**src/rtl/filtd_chan_sched.sv**
```systemverilog
// filtd_chan_sched: round-robin scheduler sharing one FILTD datapath across NCH channels,
// holding per-channel YU state and limiting each FILTD result to 544..5120.
module filtd_chan_sched #(
    parameter int NCH = 4,
    parameter int CW  = 2
) (
    input  logic              clk,
    input  logic              reset,
    input  logic [NCH-1:0]    req,
    input  logic [12*NCH-1:0] wi_bus,
    output logic [NCH-1:0]    ack,
    output logic [12:0]       yu_out,
    output logic [CW-1:0]     ch_out,
    output logic              yu_valid,
    output logic              busy,
    output logic [11:0]       f_wi,
    output logic [12:0]       f_y,
    input  logic [12:0]       f_yut
);
    localparam logic [12:0] YMIN = 13'd544;
    localparam logic [12:0] YMAX = 13'd5120;

    typedef enum logic [1:0] {IDLE, ISSUE, DONE} state_t;

    state_t        state_q, state_d;
    logic [12:0]   ystate_q [NCH];
    logic [CW-1:0] rr_q, g_q, pick, cand;
    logic [11:0]   f_wi_q;
    logic [12:0]   f_y_q, yu_out_q, yu_lim;
    logic [CW-1:0] ch_out_q;
    logic          yu_valid_q, hit, grant, wb;
    logic [NCH-1:0] ack_q;
    logic [11:0]   wi_arr [NCH];

    always_comb begin
        for (int i = 0; i < NCH; i++) wi_arr[i] = wi_bus[12*i +: 12];
    end

    // First requester at or after the pointer, wrapping modulo NCH.
    always_comb begin
        pick = '0;
        cand = '0;
        hit  = 1'b0;
        for (int i = 0; i < NCH; i++) begin
            cand = CW'((int'(rr_q) + i) % NCH);
            if (!hit && req[cand]) begin
                hit  = 1'b1;
                pick = cand;
            end
        end
    end

    assign yu_lim = (f_yut < YMIN) ? YMIN : (f_yut > YMAX) ? YMAX : f_yut;

    always_ff @(posedge clk) begin
        if (reset) state_q <= IDLE;
        else       state_q <= state_d;
    end

    always_comb begin
        state_d = (state_q == IDLE)  ? (hit ? ISSUE : IDLE) :
                  (state_q == ISSUE) ? DONE : IDLE;
    end

    always_comb begin
        busy  = (state_q == ISSUE) || (state_q == DONE);
        grant = (state_q == IDLE) && hit;
        wb    = (state_q == ISSUE);
    end

    always_ff @(posedge clk) begin
        if (reset) begin
            for (int i = 0; i < NCH; i++) ystate_q[i] <= YMIN;
            rr_q       <= '0;
            g_q        <= '0;
            f_wi_q     <= '0;
            f_y_q      <= '0;
            yu_out_q   <= '0;
            ch_out_q   <= '0;
            yu_valid_q <= 1'b0;
            ack_q      <= '0;
        end else begin
            ack_q      <= '0;
            yu_valid_q <= 1'b0;
            if (grant) begin
                g_q    <= pick;
                f_wi_q <= wi_arr[pick];
                f_y_q  <= ystate_q[pick];
            end
            if (wb) begin
                ystate_q[g_q] <= yu_lim;
                yu_out_q      <= yu_lim;
                ch_out_q      <= g_q;
                yu_valid_q    <= 1'b1;
                ack_q         <= NCH'(1) << g_q;
                rr_q          <= (int'(g_q) == NCH - 1) ? '0 : g_q + 1'b1;
            end
        end
    end

    assign ack      = ack_q;
    assign yu_out   = yu_out_q;
    assign ch_out   = ch_out_q;
    assign yu_valid = yu_valid_q;
    assign f_wi     = f_wi_q;
    assign f_y      = f_y_q;
endmodule

```
**config.mk**
```make
export PLATFORM = sky130hd
export DESIGN_NAME = filtd_chan_sched
export DESIGN_NICKNAME = d
export VERILOG_FILES = /design/src/rtl/filtd_chan_sched.sv
export SDC_FILE = /design/constraint.sdc
export NUM_CORES = 1
export LEC_CHECK = 0
export ABC_AREA = 1
export ABC_CLOCK_PERIOD_IN_PS = 2700
export CAP_MARGIN = 20
export CORE_MARGIN = 2
export CORE_UTILIZATION = 56
export CTS_CLUSTER_SIZE = 24
export DETAILED_ROUTE_END_ITERATION = 10
export DONT_BUFFER_PORTS = 1
export PLACE_DENSITY = 0.8
export SYNTH_ARGS = -nofsm -noshare
export SYNTH_HDL_FRONTEND = slang
export SYNTH_SLANG_ARGS = --single-unit
```
**constraint.sdc**
```tcl
create_clock -name clk -period 2.7 [get_ports clk]
set_input_delay 0.81 -clock clk [delete_from_list [all_inputs] [get_ports clk]]
set_output_delay 0.81 -clock clk [all_outputs]
set_load 0.05 [all_outputs]
```
## After elaboration in Yosys (flattened, before gate mapping)

Memory sizes are Yosys's and may differ from the RTL's. A register that Yosys moved wholly into a read port is not among the register bits.
Cells that the tools add are included.

| storage, ports and cells | value |
|---|---|
| bits in registers | 38 |
| memory bits (writable) | 52 |
| logic and storage cells | 70 |
| memories kept | 1 |

| cells by class | value |
|---|---|
| add/subtract/negate cells | 4 |
| magnitude comparators | 7 |
| equal/unequal tests | 3 |
| shift operators | 1 |
| muxes and demuxes | 33 |
| bitwise operators | 2 |
| reduce and logical (&&, ||, !) cells | 11 |

Memory list:

| memory | depth | bits a word | read ports | clocked after memory_dff | write ports | RTL line | source |
|---|---|---|---|---|---|---|---|
| ystate_q | 4 | 13 | 1 | 1 | 4 | 26 | `logic [12:0] ystate_q [NCH];` |

Operator list:

| cell | count |
|---|---|
| $mux W13 | 3 |
| $bmux W12 S2 | 1 |
| $mux W12 | 2 |
| $mux W2 | 8 |
| $mux W1 | 15 |
| $gt A13 B13 Y1 const B | 1 |
| $lt A13 B10 Y1 const B | 1 |
| $reduce_or A13 Y1 | 1 |
| $lt A2 B3 Y1 const B | 4 |
| $bmux W1 S2 | 4 |
| $add A2 B1 Y2 const B | 2 |
| $add A2 B2 Y2 const B | 2 |
| $eq A2 B1 Y1 const B | 2 |
| $logic_and A1 B1 Y1 | 4 |
| $shl A1 B2 Y4 const A | 1 |
| $ge A3 B3 Y1 const B | 1 |
| $logic_not A1 Y1 | 3 |
| $not A2 Y3 | 1 |
| $eq A2 B2 Y1 const B | 1 |
| $logic_not A2 Y1 | 1 |
| $reduce_or A2 Y1 | 1 |
| $logic_or A1 B1 Y1 | 1 |
| $not A1 Y1 | 1 |

## Logic depth before layout (Yosys ltp)

Gate-level depths: netlist of the first run.

| depth | value |
|---|---|
| depth after elaboration | 16 |
| mapped depth | 17 |
| gate-level depth less buffers | 15 |

## Worst setup path before layout of the first run

OpenSTA, ideal clock, no wires.

| path | value |
|---|---|
| kind | input port to flip-flop |
| from | input port reset |
| to | memory ystate_q[3][0] (enable) |
| library setup time | 0.404 ns |
| data arrival time | 2.288 ns |
| setup slack | 0.009 ns |
| stages on the path | 5 |
| cells stage by stage | buf_2 -> nor2_2 -> inv_1 -> nor2_1 -> a211oi_1 |

RTL lines:

| what | RTL line | source |
|---|---|---|
| start, declared | 8 | `input logic reset,` |
| end, declared | 26 |  |

## Worst setup path in the final report of the first run

| path | value |
|---|---|
| from | register rr_q[0] |
| to | register g_q[1] |

| between the ends | value |
|---|---|
| word-level cells in the longest chain between the ends | 13 |

Ends and longest elaborated chain:

| what | RTL line | source |
|---|---|---|
| start, declared | 27 | `logic [CW-1:0] rr_q, g_q, pick, cand;` |
| start signal, assigned | 96 | `rr_q <= (int'(g_q) == NCH - 1) ? '0 : g_q + 1'b1;` |
| parallel branches: the longest is 13 deep, another holds $add A2 B1 Y2 | n/a |  |
| end signal, assigned | 86 | `g_q <= pick;` |
| end, declared | 27 |  |

Several ways; the timed one is not identified. The select of a mux whose other input is x is not followed.
A chain may end at the register's enable or synchronous reset.

==> parameters.txt, run 1 <==
Parameter                              Value

Outcome
  Run status    finished clean

Timing
  Worst slew margin relative to its limit    approximately 54%
  Max Slew Vio Count    0
  Final hold violation count    0
  Transition time at the pin with the least slew margin    between 600 and 700 ps
  Worst clock skew on the final layout    roughly 13 ps
  Final setup fails    0
  Fin Setup TNS    0 ps
  Setup repair after global routing missed its margin    false
  Part of the cycle the worst path needs    between 80% and 90%
  Time the worst path needs with I/O delays and setup    about 2400 ps
  Worst Hold Margin    around 570 ps
  Highest Clock Rate    around 420 MHz

Power and ir drop
  Sw frac    between 40% and 50%
  Worst ir drop on vdd    0.564 mV
  Static leakage    2.66 nW
  Switching power summed over all nets    around 0.0033 W
  Gate power share    41.4%
  Sequential group share of total power    between 40% and 50%
  Power density over cell area    approximately 1200 nW/um2
  Internal    0.00343 W
  Clock group share of total power    16.1%

Detailed routing
  Mean routed wirelength per cell    approximately 15 um
  DRC violation count after routing    0
  Number of vias after detailed routing    4,227
  Number of search-and-repair iterations in the first detailed-routing pass    4
  Violation count after the first detailed-routing iteration    a little under 300
  Via density per instance    approximately 5.4
  Routed Antenna Nets    0
  Routed wire length    roughly 12,000 um

Synth
  Post-synth design cell area    ~5000 um2
  Sequential-to-total area share from yosys stat    between 50% and 60%
  Share of synthesized flip-flops with an asynchronous set or reset    0%
  Count of warnings emitted by yosys    0
  Number of synthesized register bits    103
  Post-synthesis area per instance    roughly 7.7 um2
  Leading register cell type out of synthesis    edfxtp_1
  Number of enable-type register cells in the synthesized netlist    52
  Synthesized instance count    about 670
  Syn Nets    between 700 and 800
  Netlist cell types    32

Die
  Number of top-level pins    113
  Total number of placement rows    35
  Die Footprint    around 10000 um2
  Die Width    approximately 100 um
  Floorplan die height    around 100 um
  Starting Density    56.9%
  Total core area    roughly 9000 um2

GRT
  Number of global-route vias before repair    between 4,000 and 5,000
  Global-route wire length before repair    approximately 19,000 um
  Maximum number of pins on one net before global-route repair    47
  Gr usage total    between 20% and 30%
  Congestion Overflow GR    0
  Initial antenna violation count    0

Clock tree
  Clk_lat worst skew    approximately 370 ps
  Root cell of the clock tree    clkbuf_8
  Cts bufs inserted    9
  TritonCTS Sinks    roughly 100
  Number of buffers on the longest clock path    2
  H-tree depth    3
  TritonCTS clock tree    yes
  CTS clk-pin slew, worst paths    100 ps

Cells and area
  Commonest cells after routing, fill and taps aside    nand2_1 (166), inv_1 (117), nor2_1 (92), edfxtp_1 (52), nand3_1 (51)
  Most frequent standard cell in the layout excluding fill and tap cells    nand2_1
  Proportion of layout cells with a drive suffix above 1    approximately a tenth
  Net count, final    approximately 740
  Area overhead of the layout relative to synthesis    5.63%
  Inserted Diodes    0

Place
  Input/output buffers    0
  Half-perimeter wire length of the detailed placement result    8800 um
  Weighted congestion at the end of routability-driven global placement    between 0.8 and 0.9

Hold path
  Class of the most critical hold timing path    flop to flop

Setup path
  Worst Setup Path Type    flop to flop
  Biggest fanout along the worst timing path    16
  CP arrival    about 2600 ps
  Kind of start point of the critical path    flop
  Sort of element at the end of the critical path    flop
  Required arrival time at the worst endpoint    between 2000 and 3000 ps

Flow run
  Reported max-cap violation count    0
==> registers in the layout, summed over array words and instances, names as in the netlist <==
signal and cells:
ack 4, yu_valid 1, ch_out 2, ystate_q 52
f_y 13, f_wi 12, yu_out 13, rr_q 2
state_q 2, g_q 2
==> critical path: stages, from the launching register on <==
cell and delay, ps:
dfxtp_2 480, inv_6 90, nand2_1 90, nand2_2 90, nand2_2 90, nand2_2 70
nor2_4 130, nand3_4 200, nand2_2 150, inv_2 120, nand2_2 260, inv_1 100
a211oi_1 400
==> per-stage QoR <==
stage	std cells	power [W]	utilization, %	setup WS [ps]	cell area [um2]
after CTS	783	0.00672	60.0	189	5440
after floorplan	671	0.00521	-	8.62	5150
after global routing	783	0.00720	60.1	83.1	5440
final	783	0.00673	60.1	296	5440
after global placement	767	0.00554	57.5	162	5220
after detailed placement	767	0.00566	57.5	61.7	5220
==> power by group through the flow <==
| stage | clock network [W] | registers (W) | logic (W) |
|---|---|---|---|
| floorplan | 0 | 0.00282 | 0.00239 |
| global placement | 0 | 0.00290 | 0.00264 |
| detailed placement | 0 | 0.00291 | 0.00275 |
| CTS | 0.00109 | 0.00287 | 0.00276 |
| global route | 0.00114 | 0.00291 | 0.00316 |
| finish | 0.00108 | 0.00287 | 0.00278 |
==> cells in the mapped netlist (2+ instances only) <==
master,count,share of area [%]
a211oi_1,3,0.44
a21oi_1,4,0.39
buf_2,8,0.78
buf_4,3,0.44
buf_6,2,0.44
buf_8,5,1.5
clkbuf_1,12,0.87
dfxtp_1,51,20
edfxtp_1,52,30
ha_1,3,0.73
inv_1,117,8.5
inv_2,4,0.29
nand2_1,166,12
nand2_2,13,1.6
nand3_1,51,5.0
nand3_2,3,0.58
nand4_1,26,3.2
nor2_1,92,6.7
nor2_2,2,0.24
o21ai_0,23,2.2
o21ai_1,16,1.6
o21ai_2,5,0.85
==> final cells by class <==
type	count	area (um2)
clock buffer	9	124
clock inverter	7	104
fill	798	3620
inverter	123	467
multi-input combinational	414	1890
sequential	103	2580
tap	111	139
timing repair buffer	16	133
==> per-layer routing <==
| metal | up-vias | track usage, % | routed length [um] |
|---|---|---|---|
| met2 | 156 | 41.4 | 5770 |
| li1 | 2092 | - | - |
| met1 | 1964 | 31.3 | 5010 |
| met5 | - | 0 | 0 |
| met3 | 15 | 4.87 | 795 |
| met4 | 0 | 8.22 | 178 |
==> repair_timing <==
item,CTS,global route
hold buffers,0,0
resized for setup,0,1
endpoints found under the hold margin,0,0
setup endpoints to repair,0,3
setup buffers,0,0
==> worst paths after layout <==
kind / start / to / slack [ps] / cells after the start
setup / recovery: rr_q[0]$_SDFFE_PP0N_ / g_q[1]$_SDFFE_PP0P_ / 300 / 12
hold / removal: g_q[1]$_SDFFE_PP0P_ / ch_out[1]$_SDFFE_PP0N_ / 570 / 2
setup reg to reg: rr_q[0]$_SDFFE_PP0N_ / g_q[1]$_SDFFE_PP0P_ / 300 / 12
hold reg to reg: g_q[1]$_SDFFE_PP0P_ / ch_out[1]$_SDFFE_PP0N_ / 570 / 2
==> kinds of logic after synthesis <==
| group | after synthesis | share of synthesized area [%] |
|---|---|---|
| buf+inv | 154 | 13.1 |
| flops | 103 | 50.1 |
| compound gates | 53 | 5.73 |
| fa+ha+maj | 3 | 0.728 |
| simple gates | 358 | 30.3 |
Power figures use the tool's default switching activity.
==> run 2, diff against run 1 <==
--- a/config.mk
+++ b/config.mk
@@ -6,14 +6,13 @@
 export NUM_CORES = 1
 export LEC_CHECK = 0
 export ABC_AREA = 1
-export ABC_CLOCK_PERIOD_IN_PS = 2700
 export CAP_MARGIN = 20
 export CORE_MARGIN = 2
-export CORE_UTILIZATION = 56
+export CORE_UTILIZATION = 55
 export CTS_CLUSTER_SIZE = 24
 export DETAILED_ROUTE_END_ITERATION = 10
 export DONT_BUFFER_PORTS = 1
-export PLACE_DENSITY = 0.8
+export PLACE_DENSITY = 0.79
 export SYNTH_ARGS = -nofsm -noshare
 export SYNTH_HDL_FRONTEND = slang
 export SYNTH_SLANG_ARGS = --single-unit
==> parameters.txt, run 2 (synthesis results as in run 1) <==
Parameter                              Value

Detailed routing
  Routed Antenna Nets    0 (unchanged)
  Routed wire length    11,500 um (was 11,800 um)
  Number of vias after detailed routing    4,188 (was 4,227)
  Mean routed wirelength per cell    14.7 um (was 15.0 um)
  Via density per instance    5.36 (was 5.40)
  Violation count after the first detailed-routing iteration    484 (was 297)
  DRC violation count after routing    0 (unchanged)
  Number of search-and-repair iterations in the first detailed-routing pass    6 (was 4)

Setup path
  Worst Setup Path Type    flop to flop (unchanged)
  CP arrival    2720 ps (was 2620 ps)
  Kind of start point of the critical path    flop (unchanged)
  Required arrival time at the worst endpoint    2960 ps (was 2920 ps)
  Sort of element at the end of the critical path    flop (unchanged)
  Worst Reg-to-Reg Cells    13 (was 12)
  Biggest fanout along the worst timing path    14 (was 16)

Clock tree
  CTS clk-pin slew, worst paths    100 ps (about the same)
  Cts bufs inserted    9 (unchanged)
  H-tree depth    3 (unchanged)
  Root cell of the clock tree    clkbuf_8 (unchanged)
  TritonCTS Sinks    103 (unchanged)
  Number of setup buffers added after CTS    0 (unchanged)
  TritonCTS clock tree    yes (unchanged)
  Count of instances resized after the clock tree is built    0 (unchanged)
  Hold Buf Count CTS    0 (unchanged)
  Clk_lat worst skew    370 ps (about the same)
  Number of buffers on the longest clock path    2 (unchanged)

Die
  Total core area    9150 um2 (was 9060 um2)
  Total number of placement rows    35 (unchanged)
  Number of top-level pins    113 (unchanged)
  Die Width    101 um (was 99.9 um)
  Floorplan die height    101 um (was 99.9 um)
  Starting Density    56.3% (was 56.9%)
  Die Footprint    10,200 um2 (was 9990 um2)

Outcome
  Run status    finished clean (unchanged)

Cells and area
  Register containing the most flip-flops in the final layout    ystate_q (unchanged)
  Area overhead of the layout relative to synthesis    5.17% (was 5.63%)
  Inserted Diodes    0 (unchanged)
  Proportion of layout cells with a drive suffix above 1    8.96% (was 9.52%)
  Max reg flops    52 (unchanged)
  Most frequent standard cell in the layout excluding fill and tap cells    nand2_1 (unchanged)
  Net count, final    735 (was 737)
  Commonest cells after routing, fill and taps aside    nand2_1 (166), inv_1 (117), nor2_1 (92), edfxtp_1 (52) (was nand2_1 (166), inv_1 (117), nor2_1 (92), edfxtp_1 (52), nand3_1 (51))

Timing
  Max Slew Vio Count    0 (unchanged)
  Worst clock skew on the final layout    12.0 ps (was 12.7 ps)
  Worst slew margin relative to its limit    54.5% (was 54.2%)
  Setup repair after global routing missed its margin    false (unchanged)
  Worst Hold Margin    533 ps (was 566 ps)
  Part of the cycle the worst path needs    90.8% (was 89.0%)
  Time the worst path needs with I/O delays and setup    2450 ps (was 2400 ps)
  Transition time at the pin with the least slew margin    680 ps (was 685 ps)
  Highest Clock Rate    408 MHz (was 416 MHz)
  Fin Setup TNS    0 ps (unchanged)
  Final hold violation count    0 (unchanged)
  Final setup fails    0 (unchanged)
  Final worst slack    248 ps (was 296 ps)

Place
  Half-perimeter wire length of the detailed placement result    8300 um (was 8800 um)
  Placement Setup Slack    77.5 ps (was 61.7 ps)
  Input/output buffers    0 (unchanged)
  Weighted congestion at the end of routability-driven global placement    0.863 (was 0.825)

GRT
  Initial antenna violation count    0 (unchanged)
  Gr usage total    23.1% (was 24.4%)
  Met3 global-route usage    5.69% (was 4.87%)
  Number of global-route vias before repair    3,883 (was 4,078)
  GRT busiest layer    met2 (unchanged)
  Global-route wire length before repair    18,400 um (was 19,100 um)
  Maximum number of pins on one net before global-route repair    77 (was 47)
  Met2 track demand over resource    36.5% (was 41.4%)
  M1 GR Usage    32.2% (was 31.3%)
  Congestion Overflow GR    0 (unchanged)

Power and ir drop
  Static leakage    2.65 nW (was 2.66 nW)
  Worst ir drop on vdd    0.640 mV (was 0.564 mV)
  Power density over cell area    1230 nW/um2 (was 1240 nW/um2)

Hold path
  Instance count along the most critical hold path    1 (was 2)
  Class of the most critical hold timing path    primary input to flop (was flop to flop)

Flow run
  Reported max-cap violation count    0 (unchanged)
## run 2: changes by cell type in the layout (fill, tap and decap cells not counted)
cell      previous run  this run
buf_4               15        13
clkbuf_1             0         1
dfxtp_1             50        51
dfxtp_2              1         0
inv_8                1         0
## run 2: worst paths after layout
| check | startpoint | endpoint | slack, ps |
|---|---|---|---|
| max | rr_q[0]$_SDFFE_PP0N_ | f_wi[3]$_SDFFE_PP0P_ | 250 |
| min | reset | g_q[1]$_SDFFE_PP0P_ | 530 |
| max reg2reg | rr_q[0]$_SDFFE_PP0N_ | f_wi[3]$_SDFFE_PP0P_ | 250 |
| min reg2reg | g_q[1]$_SDFFE_PP0P_ | ch_out[1]$_SDFFE_PP0N_ | 580 |
## run 2: where the power goes
| group | total, W | leakage (nW) | switching, W | internal (W) |
|---|---|---|---|---|
| Combinational | 0.00275 | 1.61 | 0.00189 | 0.000858 |
| Sequential | 0.00287 | 0.936 | 0.000866 | 0.00200 |
| Clock | 0.00106 | 0.103 | 0.000534 | 0.000528 |
## run 2: critical path, stage by stage, from the launching register on
cell,delay (ps)
dfxtp_1,590
inv_6,100
nand2_1,90
nand2_2,90
nand2_2,90
nand2_2,60
nor2_4,140
nand3_1,100
nand3_1,100
nand2_2,190
inv_2,220
nand2_1,260
o21ai_0,260
nor2_1,70
## run 2: cell type report
type	instances	area [um2]
timing repair buffer	14	118
clock buffer	10	128
tap	111	139
multi-input combinational	414	1890
sequential	103	2580
inverter	123	467
clock inverter	6	92.6
fill	786	3730
## run 2: stage by stage
step	util [%]	area, um2	instances	total power, W
2_1_floorplan	-	5150	671	0.00521
3_3_place_gp	56.8	5200	765	0.00550
3_5_place_dp	56.8	5200	765	0.00564
4_1_cts	59.2	5420	781	0.00669
5_1_grt	59.2	5420	781	0.00717
6_report	59.2	5420	781	0.00668
## run 2: metal layers
metal  vias up  routed length, um
met2       175               5360
met4         0                123
met5         -                  0
met3        13               1110
li1       2086                  -
met1      1914               4910
==> run 3, diff against run 2 <==
--- a/config.mk
+++ b/config.mk
@@ -5,7 +5,6 @@
 export SDC_FILE = /design/constraint.sdc
 export NUM_CORES = 1
 export LEC_CHECK = 0
-export ABC_AREA = 1
 export CAP_MARGIN = 20
 export CORE_MARGIN = 2
 export CORE_UTILIZATION = 55
==> parameters.txt, run 3 <==
Parameter                              Value

GRT
  Global-route wire length before repair    13,500 um (was 18,400 um)
  Gr usage total    19.9% (was 23.1%)
  Initial antenna violation count    0 (unchanged)
  Met3 global-route usage    5.75% (was 5.69%)
  Met2 track demand over resource    30.8% (was 36.5%)
  GRT busiest layer    met2 (unchanged)
  Congestion Overflow GR    0 (unchanged)
  Maximum number of pins on one net before global-route repair    52 (was 77)
  Number of global-route vias before repair    2,622 (was 3,883)
  M1 GR Usage    26.8% (was 32.2%)

Clock tree
  H-tree depth    3 (unchanged)
  TritonCTS clock tree    yes (unchanged)
  Root cell of the clock tree    clkbuf_8 (unchanged)
  Clk_lat worst skew    360 ps (was 370 ps)
  Number of setup buffers added after CTS    0 (unchanged)
  Hold Buf Count CTS    0 (unchanged)
  Count of instances resized after the clock tree is built    0 (unchanged)
  Cts bufs inserted    9 (unchanged)
  CTS clk-pin slew, worst paths    100 ps (about the same)
  Number of buffers on the longest clock path    2 (unchanged)
  TritonCTS Sinks    103 (unchanged)

Flow run
  Reported max-cap violation count    0 (unchanged)

Setup path
  Worst Setup Path Type    flop to output pin (was flop to flop)
  Slowest CP cell    ha_1 (was dfxtp_1)
  CP arrival    1320 ps (was 2720 ps)
  Peak per-stage delay on the critical path    570 ps (was 590 ps)
  Biggest fanout along the worst timing path    2 (was 14)
  Family of cells with the greatest summed delay on the critical path    adder cells (was simple AND/OR/NAND/NOR gates)
  CP Buf/Inv Count    1 (was 2)
  Kind of start point of the critical path    flop (unchanged)
  Sequence of cells on the critical path    inv_1, ha_1 (was inv_6, nand2_1, nand2_2, nand2_2, nand2_2, nor2_4, nand3_1, nand3_1, nand2_2, inv_2, nand2_1, o21ai_0, nor2_1)
  Sort of element at the end of the critical path    output pin (was flop)
  Required arrival time at the worst endpoint    1890 ps (was 2960 ps)

Synth
  Leading register cell type out of synthesis    edfxtp_1 (unchanged)
  Number of enable-type register cells in the synthesized netlist    52 (unchanged)
  Sequential-to-total area share from yosys stat    57.3% (was 50.1%)
  Count of warnings emitted by yosys    0 (unchanged)
  Ranking of synthesized cells by instance count    mux2i_1 (56), edfxtp_1 (52), dfxtp_1 (51) (was nand2_1 (166), inv_1 (117), nor2_1 (92))
  Share of synthesized flip-flops with an asynchronous set or reset    0% (unchanged)
  Cell taking the most area after synthesis    edfxtp_1 (unchanged)
  Post-synthesis area per instance    12.4 um2 (was 7.68 um2)
  Netlist cell types    36 (was 32)
  Synthesized instance count    363 (was 671)
  Number of synthesized register bits    103 (unchanged)
  Syn Nets    433 (was 741)
  Cells taking the most area after synthesis    edfxtp_1 (35%), dfxtp_1 (23%), mux2i_1 (12%) (was edfxtp_1 (30%), dfxtp_1 (20%), nand2_1 (12%))
  Post-synth design cell area    4510 um2 (was 5150 um2)
  Area share of the largest cell type after synthesis    34.6% (was 30.3%)
  Cell with the most instances after synthesis    mux2i_1 (was nand2_1)

Outcome
  Run status    finished clean (unchanged)

Die
  Die Footprint    8940 um2 (was 10,200 um2)
  Starting Density    55.7% (was 56.3%)
  Total number of placement rows    33 (was 35)
  Number of top-level pins    113 (unchanged)
  Floorplan die height    94.6 um (was 101 um)
  Total core area    8090 um2 (was 9150 um2)
  Die Width    94.6 um (was 101 um)

Timing
  Setup repair after global routing missed its margin    false (unchanged)
  Highest Clock Rate    469 MHz (was 408 MHz)
  Worst clock skew on the final layout    10.9 ps (was 12.0 ps)
  Max Slew Vio Count    0 (unchanged)
  Time the worst path needs with I/O delays and setup    2130 ps (was 2450 ps)
  Fin Setup TNS    0 ps (unchanged)
  Transition time at the pin with the least slew margin    710 ps (was 680 ps)
  Final setup fails    0 (unchanged)
  Final hold violation count    0 (unchanged)
  Worst slew margin relative to its limit    52.5% (was 54.5%)
  Part of the cycle the worst path needs    79.0% (was 90.8%)

Cells and area
  Proportion of layout cells with a drive suffix above 1    14.5% (was 8.96%)
  Area overhead of the layout relative to synthesis    6.07% (was 5.17%)
  Post-route design area    4780 um2 (was 5420 um2)
  Net count, final    430 (was 735)
  Most frequent standard cell in the layout excluding fill and tap cells    mux2i_1 (was nand2_1)
  Max reg flops    52 (unchanged)
  Commonest cells after routing, fill and taps aside    mux2i_1 (56), edfxtp_1 (52), dfxtp_1 (51), nand2_1 (41), and3_1 (28) (was nand2_1 (166), inv_1 (117), nor2_1 (92), edfxtp_1 (52))
  Register containing the most flip-flops in the final layout    ystate_q (unchanged)
  Inserted Diodes    0 (unchanged)

Power and ir drop
  Worst ir drop on vdd    0.304 mV (was 0.640 mV)
  Power density over cell area    703 nW/um2 (was 1230 nW/um2)
  Static leakage    1.87 nW (was 2.65 nW)

Place
  Placed inst area    4600 um2 (was 5200 um2)
  Input/output buffers    0 (unchanged)
  Weighted congestion at the end of routability-driven global placement    0.816 (was 0.863)
  Half-perimeter wire length of the detailed placement result    6170 um (was 8300 um)

Detailed routing
  Routed Antenna Nets    0 (unchanged)
  Mean routed wirelength per cell    18.5 um (was 14.7 um)
  Number of vias after detailed routing    2,741 (was 4,188)
  Number of search-and-repair iterations in the first detailed-routing pass    4 (was 6)
  Via density per instance    5.83 (was 5.36)
  Violation count after the first detailed-routing iteration    222 (was 484)
  DRC violation count after routing    0 (unchanged)
  Routed wire length    8670 um (was 11,500 um)

Hold path
  Class of the most critical hold timing path    primary input to flop (unchanged)
run 3: cell count changes after synthesis, sizes merged, moves of 6 or more:
cell / change
a21o: +10
and2: +13
and3: +28
clkbuf: -6
inv: -117
mux2i: +56
nand2: -139
nand3: -55
nand4: -26
nor2: -78
nor2b: +7
o21ai: -40
o221ai: +25
run 3: cells by family (layout without fill, tap and decap cells):
logic type | count (synthesis) | after routing | synth area share (%)
AND/OR/NAND/NOR | 120 | 120 | 13.6
flip-flops | 103 | 103 | 57.3
multiplexers | 56 | 56 | 12.4
AO/OA/AOI/OAI | 53 | 53 | 12.3
buffers and inverters | 28 | 30 | 3.63
adder cells (fa/ha/maj) | 3 | 3 | 0.832
run 3: metal layers:
| layer | part of all wire, % | wire length, um |
|---|---|---|
| met2 | 44 | 3840 |
| met4 | 1.5 | 130 |
| met1 | 43 | 3740 |
| met5 | 0 | 0 |
| met3 | 11 | 958 |
run 3: worst reg2reg max path: stages, from the launching register on:
cell      delay, ps
dfxtp_1         310
inv_1            60
ha_1            200
o41ai_2          90
buf_4           160
or4_1           460
buf_4           260
o221ai_1        200
run 3: path summary, 6_finish.rpt:
check,depth (start not counted),end,from,slack [ps]
setup / recovery,2,busy,state_q[0]$_SDFF_PP0_,570
hold / removal,1,yu_out[5]$_SDFFE_PP0N_,reset,510
setup reg to reg,7,f_y[2]$_SDFFE_PP0P_,state_q[1]$_SDFF_PP0_,870
hold reg to reg,2,rr_q[0]$_SDFFE_PP0N_,rr_q[0]$_SDFFE_PP0N_,570
run 3: layout make-up:
type | count | area [um2]
clock inverter | 7 | 63.8
fill | 633 | 3310
timing repair buffer | 9 | 80.1
sequential | 103 | 2580
multi-input combinational | 232 | 1780
inverter | 5 | 18.8
clock buffer | 9 | 124
tap | 105 | 131
run 3: stage by stage:
step           utilization, %  power (W)  hold WS (ps)  worst slack, ps  instances
2_1_floorplan               -    0.00242           508              339        363
3_3_place_gp             56.8    0.00248           546              527        454
3_5_place_dp             56.8    0.00250           548              480        454
4_1_cts                  59.1    0.00339           488              543        470
5_1_grt                  59.1    0.00350           481              538        470
6_report                 59.1    0.00336           505              568        470
run 3: where the power goes:
| part | internal (W) | switching (W) |
|---|---|---|
| Combinational | 0.000173 | 0.000220 |
| Clock | 0.000354 | 0.000552 |
| Sequential | 0.00175 | 0.000310 |
| Total | 0.00228 | 0.00108 |
